**src/rtl/div_result_collector.sv**
```systemverilog
// ---------------------------------------------------------------------------
// div_result_collector
//
// Purpose:
//   Sits directly downstream of a pipelined divider that cannot stall. A
//   LAT-deep delay line of {valid, divz} marks which divider slots carry real
//   operations. When an operation reaches the tail, its quotient and sticky
//   remainder are written into a small show-ahead result FIFO. Upstream issue
//   is gated by a credit pool of DEPTH entries, which covers both in-flight
//   slots and queued results, so the FIFO can never overflow.
//
// Handshakes:
//   Issue side : an operation is accepted when IN_VALID & ISSUE_READY.
//                ISSUE_READY depends only on registered state. A request made
//                while ISSUE_READY=0 is dropped and reported one cycle later
//                on ISSUE_DROP.
//   Output side: the head entry transfers when OUT_VALID & OUT_READY. The
//                head advances on that edge. While OUT_VALID & !OUT_READY the
//                outputs hold steady. OUT_READY with OUT_VALID=0 is ignored.
//
// Ports:
//   CLK, RSTN        clock (posedge) and asynchronous active-low reset
//   IN_VALID         upstream presents an operand pair to the divider
//   IN_DIVZ          that pair has a zero denominator
//   ISSUE_READY      a credit is available
//   ISSUE_DROP       registered pulse: the previous cycle's IN_VALID was dropped
//   C_I, REM_I       divider quotient and nonzero-remainder flag (tail aligned)
//   OUT_VALID        result FIFO is non-empty
//   OUT_READY        consumer accepts the head entry
//   Q_O              head quotient (all ones for divide-by-zero)
//   DIVZ_O           head entry was a divide-by-zero
//   INEXACT_O        head entry had a nonzero remainder
//   USED_O           in-flight plus queued operations (debug)
// ---------------------------------------------------------------------------
module div_result_collector #(
    parameter int S     = 5,
    parameter int LAT   = 5,
    parameter int DEPTH = 4
) (
    input  logic                       CLK,
    input  logic                       RSTN,
    input  logic                       IN_VALID,
    input  logic                       IN_DIVZ,
    output logic                       ISSUE_READY,
    output logic                       ISSUE_DROP,
    input  logic [S:0]                 C_I,
    input  logic                       REM_I,
    output logic                       OUT_VALID,
    input  logic                       OUT_READY,
    output logic [S:0]                 Q_O,
    output logic                       DIVZ_O,
    output logic                       INEXACT_O,
    output logic [$clog2(DEPTH+1)-1:0] USED_O
);

    localparam int UW = $clog2(DEPTH + 1);
    localparam int PW = $clog2(DEPTH);
    // FIFO entry layout: {divz, inexact, quotient[S:0]}
    localparam int EW = S + 3;

    logic [LAT-1:0] vld_q, vld_d;
    logic [LAT-1:0] dz_q, dz_d;
    logic [EW-1:0]  mem_q [DEPTH];
    logic [PW-1:0]  wr_ptr_q, wr_ptr_d;
    logic [PW-1:0]  rd_ptr_q, rd_ptr_d;
    logic [UW-1:0]  cnt_q, cnt_d;
    logic [UW-1:0]  used_q, used_d;
    logic           drop_q, drop_d;

    logic           issue;
    logic           push;
    logic           pop;
    logic [EW-1:0]  wr_entry;
    logic [EW-1:0]  head;

    // Pointers wrap at DEPTH-1 explicitly so non-power-of-2 depths work.
    function automatic logic [PW-1:0] ptr_inc(input logic [PW-1:0] p);
        return (p == PW'(DEPTH - 1)) ? '0 : p + PW'(1);
    endfunction

    assign ISSUE_READY = (used_q < UW'(DEPTH));
    assign OUT_VALID   = (cnt_q != '0);
    assign head        = mem_q[rd_ptr_q];

    always_comb begin
        issue    = IN_VALID & ISSUE_READY;
        push     = vld_q[LAT-1];
        pop      = OUT_VALID & OUT_READY;

        // Stage 0 receives the operation presented this cycle; the tail
        // (stage LAT-1) lines up with C_I/REM_I of that same operation.
        vld_d    = '0;
        dz_d     = '0;
        vld_d[0] = issue;
        dz_d[0]  = IN_DIVZ & issue;
        for (int i = 1; i < LAT; i++) begin
            vld_d[i] = vld_q[i-1];
            dz_d[i]  = dz_q[i-1];
        end

        // Divide-by-zero forces an all-ones quotient and suppresses the
        // remainder flag, whatever the divider produced.
        if (dz_q[LAT-1]) begin
            wr_entry = {1'b1, 1'b0, {(S+1){1'b1}}};
        end else begin
            wr_entry = {1'b0, REM_I, C_I};
        end

        wr_ptr_d = push ? ptr_inc(wr_ptr_q) : wr_ptr_q;
        rd_ptr_d = pop  ? ptr_inc(rd_ptr_q) : rd_ptr_q;
        cnt_d    = cnt_q  + UW'(push)  - UW'(pop);
        // A credit is held from issue until the result leaves the FIFO.
        used_d   = used_q + UW'(issue) - UW'(pop);
        drop_d   = IN_VALID & ~ISSUE_READY;
    end

    always_ff @(posedge CLK or negedge RSTN) begin
        if (!RSTN) begin
            vld_q    <= '0;
            dz_q     <= '0;
            wr_ptr_q <= '0;
            rd_ptr_q <= '0;
            cnt_q    <= '0;
            used_q   <= '0;
            drop_q   <= 1'b0;
        end else begin
            vld_q    <= vld_d;
            dz_q     <= dz_d;
            wr_ptr_q <= wr_ptr_d;
            rd_ptr_q <= rd_ptr_d;
            cnt_q    <= cnt_d;
            used_q   <= used_d;
            drop_q   <= drop_d;
        end
    end

    // Storage needs no reset: entries are only visible while counted.
    always_ff @(posedge CLK) begin
        if (push) begin
            mem_q[wr_ptr_q] <= wr_entry;
        end
    end

    // Head fields are gated so an empty FIFO presents zeros.
    assign Q_O        = OUT_VALID ? head[S:0]   : '0;
    assign INEXACT_O  = OUT_VALID ? head[S+1]   : 1'b0;
    assign DIVZ_O     = OUT_VALID ? head[S+2]   : 1'b0;
    assign ISSUE_DROP = drop_q;
    assign USED_O     = used_q;

endmodule
```
**config.mk**
```make
export PLATFORM = sky130hd
export DESIGN_NAME = div_result_collector
export DESIGN_NICKNAME = d
export VERILOG_FILES = /design/src/rtl/div_result_collector.sv
export SDC_FILE = /design/constraint.sdc
export NUM_CORES = 1
export LEC_CHECK = 0
export ABC_AREA = 1
export BUFFER_PORTS_ARGS = -buffer_cell sky130_fd_sc_hd__buf_4
export CAP_MARGIN = 20
export CORE_MARGIN = 1.5
export CORE_UTILIZATION = 30
export DETAILED_ROUTE_END_ITERATION = 12
export GPL_ROUTABILITY_DRIVEN = 0
export GPL_TIMING_DRIVEN = 0
export SYNTH_ARGS = -nofsm -noshare
export SYNTH_HDL_FRONTEND = slang
export SYNTH_SLANG_ARGS = --single-unit
```
**constraint.sdc**
```tcl
create_clock -name CLK -period 1.91 [get_ports CLK]
set_input_delay 0.382 -clock CLK [delete_from_list [all_inputs] [get_ports CLK]]
set_output_delay 0.382 -clock CLK [all_outputs]
set_load 0.02 [all_outputs]
```
==> results of run 1 <==
what timing repair did:
| action | CTS | global route |
|---|---|---|
| gates resized for setup | 9 | 10 |
| hold buffers | 1 | 0 |
| setup endpoints to repair | 9 | 10 |
| setup buffers | 3 | 1 |
| pin swaps | 2 | 1 |
| cloned | 0 | 0 |
| endpoints found under the hold margin | 21 | 0 |
placed cells by master (no fill, tap or decap), types with 4 or more instances in the layout:
cell type   n
buf_4      30
nand2_1    48
dfrtp_1    21
a21oi_1     4
inv_1      46
nand3_1    17
clkbuf_8    5
ha_1        7
a21oi_2     4
or2_2       7
nand2_2     4
edfxtp_1   32
routing by layer:
layer	vias to the layer above	routed length, um	track usage
li1	734	-	-
met1	678	1910	0.142
met2	28	2080	0.185
met3	5	153	0.0278
met4	0	38	0.0357
met5	-	0	0
power breakdown:
group	switching (mW)	internal [mW]	total, mW	leakage [nW]
clock	0.393	0.348	0.741	0.0573
sequential	0.144	1.51	1.65	0.554
combinational	1.16	0.819	1.98	0.748
total	1.70	2.68	4.38	1.36
flip-flops by register name (all words and copies together) (netlist names):
register and cells:
USED_O 3, mem_q 32, ISSUE_DROP 1, dz_q 5, vld_q 5, rd_ptr_q 2
wr_ptr_q 2, cnt_q 3
worst reg2reg max path, stage by stage (launching register included):
cell and delay, ps:
dfrtp_1 430, inv_2 100, nand3_4 130, nand3_2 120, o21ai_0 90, ha_1 210
fa_2 360, xnor2_2 170, inv_1 50, nand2_1 50, nand2_1 50
worst max-delay path by stage:
| stage | endpoint | slack (ps) | depth (start not counted) |
|---|---|---|---|
| after detailed placement | cnt_q[2]$_DFF_PN0_ | -30 | 10 |
| after global routing | DIVZ_O | -90 | 5 |
| after floorplan | cnt_q[2]$_DFF_PN0_ | 10 | 10 |
| after global placement | cnt_q[2]$_DFF_PN0_ | -9 | 10 |
| final | Q_O[3] | -10 | 5 |
| after CTS | INEXACT_O | 10 | 5 |
through the flow:
step / total power [mW] / area [um^2]
2_1_floorplan: 2.81 / 2280
3_3_place_gp: 3.41 / 2600
3_5_place_dp: 3.46 / 2600
4_1_cts: 4.32 / 2770
5_1_grt: 4.70 / 2820
6_report: 4.38 / 2820
cells by family (layout without fill, tap and decap cells):
group	Yosys count	in the layout	synth area share
and+or+nand+nor	82	82	0.158
buffers and inverters	56	94	0.102
DFF	53	53	0.651
AOI/OAI and AO/OA	12	12	0.0263
adders and majority gates	9	9	0.0559
xor gates and xnor gates	2	2	0.00767
final cells by class:
class / instances / area (um^2)
clock buffer: 6 / 93.8
fill: 771 / 4470
buffer: 4 / 41.3
tap: 99 / 124
multi-input combinational: 105 / 623
timing repair buffer: 30 / 228
clock inverter: 2 / 17.5
inverter: 52 / 205
sequential: 53 / 1490
==> results.sh, run 1 <==
export IMPL_outcome="finished, violations left"
export IMPL_violations="setup timing"
export IMPL_ys_seq_area_frac=0.651
export IMPL_io_buffers=25
export IMPL_synthTopCellsByCount="inv_1, nand2_1, edfxtp_1"
export IMPL_hold_violations=0
export IMPL_grt_start_max_net_pins=22
export IMPL_routed_wl_um=4180
export IMPL_path_delay_family="buffers and inverters"
export IMPL_synth_flop_cell="edfxtp_1"
export IMPL_die_area_um2=8150
export IMPL_synth_top_area_cell="edfxtp_1"
export IMPL_slew_headroom=0.710
export IMPL_critical_path_class="flip-flop to output port"
export IMPL_rr_startpoint="cnt_q[1]$_DFF_PN0_"
export IMPL_avgSynthCellArea_um2=10.7
export IMPL_first_pass_iters=4
export IMPL_drv_slew=0
export IMPL_cts_max_level=2
export IMPL_synth_area_leaders="edfxtp_1, dfrtp_1, inv_1"
export IMPL_rsz0062_at_grt="true"
export IMPL_viasPerCell=4.12
export IMPL_finalCritPeriodShare=1.01
export IMPL_nets=272
export IMPL_root_buffer="clkbuf_8"
export IMPL_synth_nets=235
export IMPL_min_to="ISSUE_DROP$_DFF_PN0_"
export IMPL_hpwl_um=2690
export IMPL_setup_ws_ps=-13.4
export IMPL_path_cells="inv_2 -> nand3_4 -> clkinvlp_4 -> a21oi_2 -> buf_4"
export IMPL_yosysTopAreaCellShare=0.421
export IMPL_syn_instance_count=214
export IMPL_ys_types=19
export IMPL_startpoint="cnt_q[1]$_DFF_PN0_"
export IMPL_cts_tree="built"
export IMPL_pin_count=26
export IMPL_critPathMaxFanout=8
export IMPL_syn_to_final_growth_pct=23.4
export IMPL_crit_buf_inv=3
export IMPL_irDropWorstVdd_mv=0.660
export IMPL_reg2reg_depth=10
export IMPL_min_path_cells=3
export IMPL_grt_pass1_vias=1429
export IMPL_grt_pass1_wl_um=6960
export IMPL_cts_buffers=5
export IMPL_ant_nets=0
export IMPL_cp_arrival_ps=1540
export IMPL_stdcell_count=351
export IMPL_min_from="IN_VALID"
export IMPL_async_reset_ff_frac=0.396
export IMPL_cts_path_max_buffers=2
export IMPL_clock_skew_ps=16.7
export IMPL_antenna_found_initial=0
export IMPL_slowest_stage="dfrtp_1"
export IMPL_setup_tns_ps=-34.2
export IMPL_setup_violations=5
export IMPL_num_antenna_cells=0
export IMPL_start_util=0.313
export IMPL_r2r_slack_ps=70
export IMPL_grt_ovfl_total=0
export IMPL_first_iter_violations=84
export IMPL_die_x_um=90.3
export IMPL_vias=1445
export IMPL_synth_edf_count=32
export IMPL_coreArea_um2=7290
export IMPL_row_count=31
export IMPL_max_stage_delay_ps=420
export IMPL_power_per_cell_area_nw_per_um2=1550
export IMPL_endpoint_kind="output port"
export IMPL_period_minus_slack_ps=1920
export IMPL_netlist_area_um2=2280
export IMPL_hold_slack_ps=256
export IMPL_cp_required_ps=1530
export IMPL_routedWlPerCell_um=11.9
export IMPL_crit_path_start_kind="flip-flop"
export IMPL_clk_pin_slew_ps=110
export IMPL_timing_rr_end="cnt_q[2]$_DFF_PN0_"
export IMPL_yosys_warnings=0
export IMPL_clkLatencyLatePin_ps=310
export IMPL_max_freq_mhz=520
export IMPL_final_util=0.387
export IMPL_drc=0
export IMPL_yosys_register_bits=53
export IMPL_worst_hold_path_type="input pin to flip-flop"
export IMPL_maxCapViolCount=0
export IMPL_dp_slack_ps=-26.6
export IMPL_synth_most_common_cell="inv_1"
export IMPL_drive_gt1_frac=0.274
export IMPL_dpl_cell_count=338
export IMPL_chipHeight_um=90.3
export IMPL_worst_pin_slew_ps=435
export IMPL_grtUsageTotal=0.111
export IMPL_cts_sinks=53
export IMPL_leakagePower_nw=1.36
No activity file was read; power rests on OpenSTA's default activity.
==> run 2, diff against run 1 <==
RECOVER_POWER = 25   (was default)
==> run 2 against run 1 <==
- the run still ends with setup timing left
- die area stayed put
- sequential power barely moved
- register-to-register slack barely moved
- core utilization is 0.051 points lower
- total power barely moved
- count of clock-buffer cells in the layout did not move
- combinational power hardly changed
- clock skew about the same
- largest power group unchanged
- highest routed layer unchanged
==> results.sh, run 2 (synthesis gave the netlist of run 1 again) <==
export IMPL_outcome="finished, violations left"
export IMPL_violations="setup timing"
export IMPL_clkLatencyLatePin_ps=310
export IMPL_timing_rr_end="cnt_q[2]$_DFF_PN0_"
export IMPL_min_from="IN_VALID"
export IMPL_regMostFlops="mem_q"
export IMPL_min_to="ISSUE_DROP$_DFF_PN0_"
export IMPL_routedWlPerCell_um=11.9
export IMPL_pin_count=26
export IMPL_worst_hold_path_type="input pin to flip-flop"
export IMPL_path_cells="inv_2 -> nand3_4 -> clkinvlp_4 -> a21oi_2 -> buf_4"
export IMPL_max_stage_delay_ps=420
export IMPL_clk_pin_slew_ps=110
export IMPL_irDropWorstVdd_mv=0.656
export IMPL_antenna_found_initial=0
export IMPL_grt_ovfl_total=0
export IMPL_die_x_um=90.3
export IMPL_hold_slack_ps=256
export IMPL_maxCapViolCount=0
export IMPL_viasPerCell=4.12
export IMPL_cp_required_ps=1530
export IMPL_nets=272
export IMPL_die_area_um2=8150
export IMPL_hold_violations=0
export IMPL_rsz0062_at_grt="true"
export IMPL_reg_top3="mem_q (32), dz_q (5), vld_q (5)"
export IMPL_row_count=31
export IMPL_grt_pass1_vias=1429
export IMPL_cts_tree="built"
export IMPL_clock_skew_ps=16.7
export IMPL_place_area_um2=2600
export IMPL_drv_slew=0
export IMPL_period_minus_slack_ps=1920
export IMPL_final_util=0.386
export IMPL_hpwl_um=2690
export IMPL_vias=1445
export IMPL_startpoint="cnt_q[1]$_DFF_PN0_"
export IMPL_crit_path_start_kind="flip-flop"
export IMPL_cts_max_level=2
export IMPL_slowest_stage="dfrtp_1"
export IMPL_rr_startpoint="cnt_q[1]$_DFF_PN0_"
export IMPL_syn_to_final_growth_pct=23.2
export IMPL_routed_wl_um=4180
export IMPL_cts_path_max_buffers=2
export IMPL_ant_nets=0
export IMPL_max_freq_mhz=520
export IMPL_final_area_um2=2820
export IMPL_stdcell_count=351
export IMPL_start_util=0.313
export IMPL_setup_violations=5
export IMPL_critPathMaxFanout=8
export IMPL_first_pass_iters=4
export IMPL_slew_headroom=0.263
export IMPL_cts_buffers=5
export IMPL_largest_reg_flops=32
export IMPL_first_iter_violations=84
export IMPL_min_path_cells=3
export IMPL_setup_ws_ps=-13.4
export IMPL_cts_sinks=53
export IMPL_coreArea_um2=7290
export IMPL_layout_common_cells="nand2_1, inv_1, edfxtp_1, buf_4, dfrtp_1"
export IMPL_worst_pin_slew_ps=1110
export IMPL_critical_path_class="flip-flop to output port"
export IMPL_r2r_slack_ps=70
export IMPL_reg2reg_depth=10
export IMPL_grtUsageTotal=0.111
export IMPL_num_antenna_cells=0
export IMPL_root_buffer="clkbuf_8"
export IMPL_dpl_cell_count=338
export IMPL_leakagePower_nw=1.36
export IMPL_finalCritPeriodShare=1.01
export IMPL_endpoint_kind="output port"
export IMPL_chipHeight_um=90.3
export IMPL_cp_arrival_ps=1540
export IMPL_power_mw=4.38
export IMPL_drive_gt1_frac=0.270
export IMPL_drc=0
export IMPL_final_common_cell="nand2_1"
export IMPL_power_per_cell_area_nw_per_um2=1550
export IMPL_io_buffers=25
export IMPL_grt_pass1_wl_um=6960
export IMPL_grt_start_max_net_pins=22
run 2: cell types whose count changed in the layout (fill, tap and decap cells not counted), sizes merged:
cell	before	now
buf	33	32
clkbuf	6	7
run 2: worst max-delay path by stage:
stage,slack (ps),cells after the start,end
after global routing,-90,5,DIVZ_O
after CTS,10,5,INEXACT_O
final,-10,5,Q_O[3]
after global placement,-9,10,cnt_q[2]$_DFF_PN0_
after detailed placement,-30,10,cnt_q[2]$_DFF_PN0_
after floorplan,10,10,cnt_q[2]$_DFF_PN0_
run 2: area by class of cell:
type                    instances  area, um^2
clock inverters                 2        17.5
well taps                      99         124
repair buffers                 30         224
clock buffers                   6        93.8
flip-flops and latches         53        1490
fillers                       773        4480
plain buffers                   4        41.3
multi-input cells             105         623
inverters                      52         205
run 2: timing repair:
item,4_1_cts,5_1_grt
resized for setup,9,10
pin swaps,2,1
hold buffers,1,0
setup endpoints to repair,9,10
buffers inserted,3,1
hold endpoints to repair,21,0
run 2: worst max-delay path, delay by kind of cell (launching register included):
| family | cells | cell delay (ps) |
|---|---|---|
| compound gates | 1 | 200 |
| buf+inv | 3 | 470 |
| flops | 1 | 420 |
| simple gates | 1 | 140 |
run 2: per-layer routing:
| layer | global-route usage | part of all wire | up-vias |
|---|---|---|---|
| met5 | 0 | 0 | - |
| met4 | 0.0357 | 0.0091 | 0 |
| met3 | 0.0278 | 0.037 | 5 |
| met2 | 0.185 | 0.50 | 28 |
| met1 | 0.142 | 0.46 | 678 |
| li1 | - | - | 734 |
run 2: stage by stage:
step | setup slack [ps] | setup TNS, ps
after global routing | -86.0 | -648
after detailed placement | -26.6 | -26.6
after CTS | 12.1 | 0
final | -13.4 | -34.2
after floorplan | 12.0 | 0
after global placement | -9.04 | -9.04
run 2: power by group:
group / total [mW] / switching, mW / internal [mW]
Combinational: 1.98 / 1.16 / 0.819
Clock: 0.741 / 0.393 / 0.348
Sequential: 1.65 / 0.144 / 1.51
==> run 3, diff against run 2 <==
REMOVE_ABC_BUFFERS = 1   (was default)
clock period = 2.3 ns   (was 1.91 ns; I/O delays follow)
==> run 3 against run 2 <==
- non-clock buffer count decreased by 9
- global-route usage shrank 1.8 points
- cell area decreased by 5.1%
- core utilization fell by 2.0 points
- sequential cell count did not move
- the run now ends clean
- routed wire length shrank 14%
- sequential share of layout area grew 2.9 points
==> results.sh, run 3 (synthesis gave the netlist of run 1 again) <==
export IMPL_leakagePower_nw=1.31
export IMPL_critPathMaxFanout=11
export IMPL_cts_sinks=53
export IMPL_final_util=0.366
export IMPL_power_per_cell_area_nw_per_um2=1250
export IMPL_finalCritPeriodShare=0.921
export IMPL_setup_tns_ps=0
export IMPL_slew_headroom=0.258
export IMPL_outcome="completed"
export IMPL_drv_slew=0
export IMPL_routed_wl_um=3620
export IMPL_clock_skew_ps=5.31
export IMPL_chipHeight_um=90.3
export IMPL_first_pass_iters=4
export IMPL_pin_count=26
export IMPL_clkLatencyLatePin_ps=300
export IMPL_io_buffers=25
export IMPL_path_cells="inv_1 -> nand3_1 -> a21oi_1 -> buf_4"
export IMPL_irDropWorstVdd_mv=0.560
export IMPL_reg2reg_depth=10
export IMPL_max_stage_delay_ps=540
export IMPL_nets=263
export IMPL_maxCapViolCount=0
export IMPL_ant_nets=0
export IMPL_cts_path_max_buffers=2
export IMPL_root_buffer="clkbuf_8"
export IMPL_regMostFlops="mem_q"
export IMPL_first_iter_violations=37
export IMPL_power_mw=3.35
export IMPL_cts_tree="built"
export IMPL_die_area_um2=8150
export IMPL_hpwl_um=2470
export IMPL_grtUsageTotal=0.0938
export IMPL_routedWlPerCell_um=10.6
export IMPL_final_common_cell="inv_1"
export IMPL_clk_pin_slew_ps=90
export IMPL_cp_arrival_ps=1660
export IMPL_antenna_found_initial=0
export IMPL_final_area_um2=2670
export IMPL_grt_pass1_vias=1300
export IMPL_grt_pass1_wl_um=5930
export IMPL_dp_slack_ps=296
export IMPL_hold_slack_ps=349
export IMPL_num_antenna_cells=0
export IMPL_grt_ovfl_total=0
export IMPL_crit_path_start_kind="flip-flop"
export IMPL_largest_reg_flops=32
export IMPL_layout_common_cells="inv_1, nand2_1, edfxtp_1, buf_4, dfrtp_1"
export IMPL_cts_max_level=2
export IMPL_endpoint_kind="output port"
export IMPL_grt_start_max_net_pins=22
export IMPL_setup_violations=0
export IMPL_period_minus_slack_ps=2120
export IMPL_hold_violations=0
export IMPL_worst_hold_path_type="input pin to asynchronous set/reset pin"
export IMPL_drc=0
export IMPL_row_count=31
export IMPL_worst_pin_slew_ps=1110
export IMPL_rsz0062_at_grt="false"
export IMPL_vias=1377
export IMPL_critical_path_class="flip-flop to output port"
export IMPL_coreArea_um2=7290
export IMPL_dpl_cell_count=334
export IMPL_drive_gt1_frac=0.181
export IMPL_syn_to_final_growth_pct=16.9
export IMPL_viasPerCell=4.03
export IMPL_cp_required_ps=1840
export IMPL_die_x_um=90.3
export IMPL_stdcell_count=342
export IMPL_reg_top3="mem_q (32), dz_q (5), vld_q (5)"
export IMPL_start_util=0.313
export IMPL_slowest_stage="dfrtp_1"
export IMPL_setup_ws_ps=182
export IMPL_max_freq_mhz=472
export IMPL_cts_buffers=5
export IMPL_place_area_um2=2560
==> run 3: cell types whose count changed in the layout (fill, tap and decap cells not counted), sizes merged <==
cell,change
bufinv,+1
dlygate4sd3,-1
inv,+1
clkinv,+1
clkinvlp,-2
clkbuf,-1
buf,-8
==> run 3: critical path, delay by kind of cell (launching register included) <==
kind / cells / cell delay (ps)
compound gates: 1 / 220
simple gates: 1 / 110
flops: 1 / 540
buf+inv: 2 / 490
==> run 3: routing by layer <==
layer / up-vias / track usage / share of wire
met5: - / 0 / 0
met4: 0 / 0.0384 / 0.016
met3: 6 / 0.0227 / 0.051
met2: 33 / 0.158 / 0.48
met1: 624 / 0.115 / 0.45
li1: 714 / - / -
==> run 3: worst paths after layout <==
kind,start,end,slack (ps)
min in group CLK,IN_VALID,ISSUE_DROP$_DFF_PN0_,350
max,rd_ptr_q[1]$_DFFE_PN0P_,Q_O[4],180
max in group asynchronous,RSTN,rd_ptr_q[0]$_DFFE_PN0P_,1210
max reg2reg,cnt_q[1]$_DFF_PN0_,cnt_q[2]$_DFF_PN0_,350
min,RSTN,USED_O[0]$_DFF_PN0_,350
min reg2reg,dz_q[3]$_DFF_PN0_,dz_q[4]$_DFF_PN0_,360
==> run 3: report_power, final <==
group / switching [mW] / internal [mW] / total [mW]
logic: 0.777 / 0.508 / 1.29
registers: 0.183 / 1.26 / 1.44
clock network: 0.297 / 0.326 / 0.624
==> run 3: layout make-up <==
cell class,count,area (um^2)
Sequential cell,53,1490
Clock inverter,3,43.8
Inverter,52,198
Tap cell,99,124
Multi-Input combinational cell,105,566
Timing Repair Buffer,25,184
Clock buffer,5,68.8
Fill cell,743,4620
==> run 3: repair_timing <==
item,in CTS,in global routing
hold buffers,0,0
gates resized for setup,1,0
setup buffers,0,0
endpoints found under the setup margin,4,0
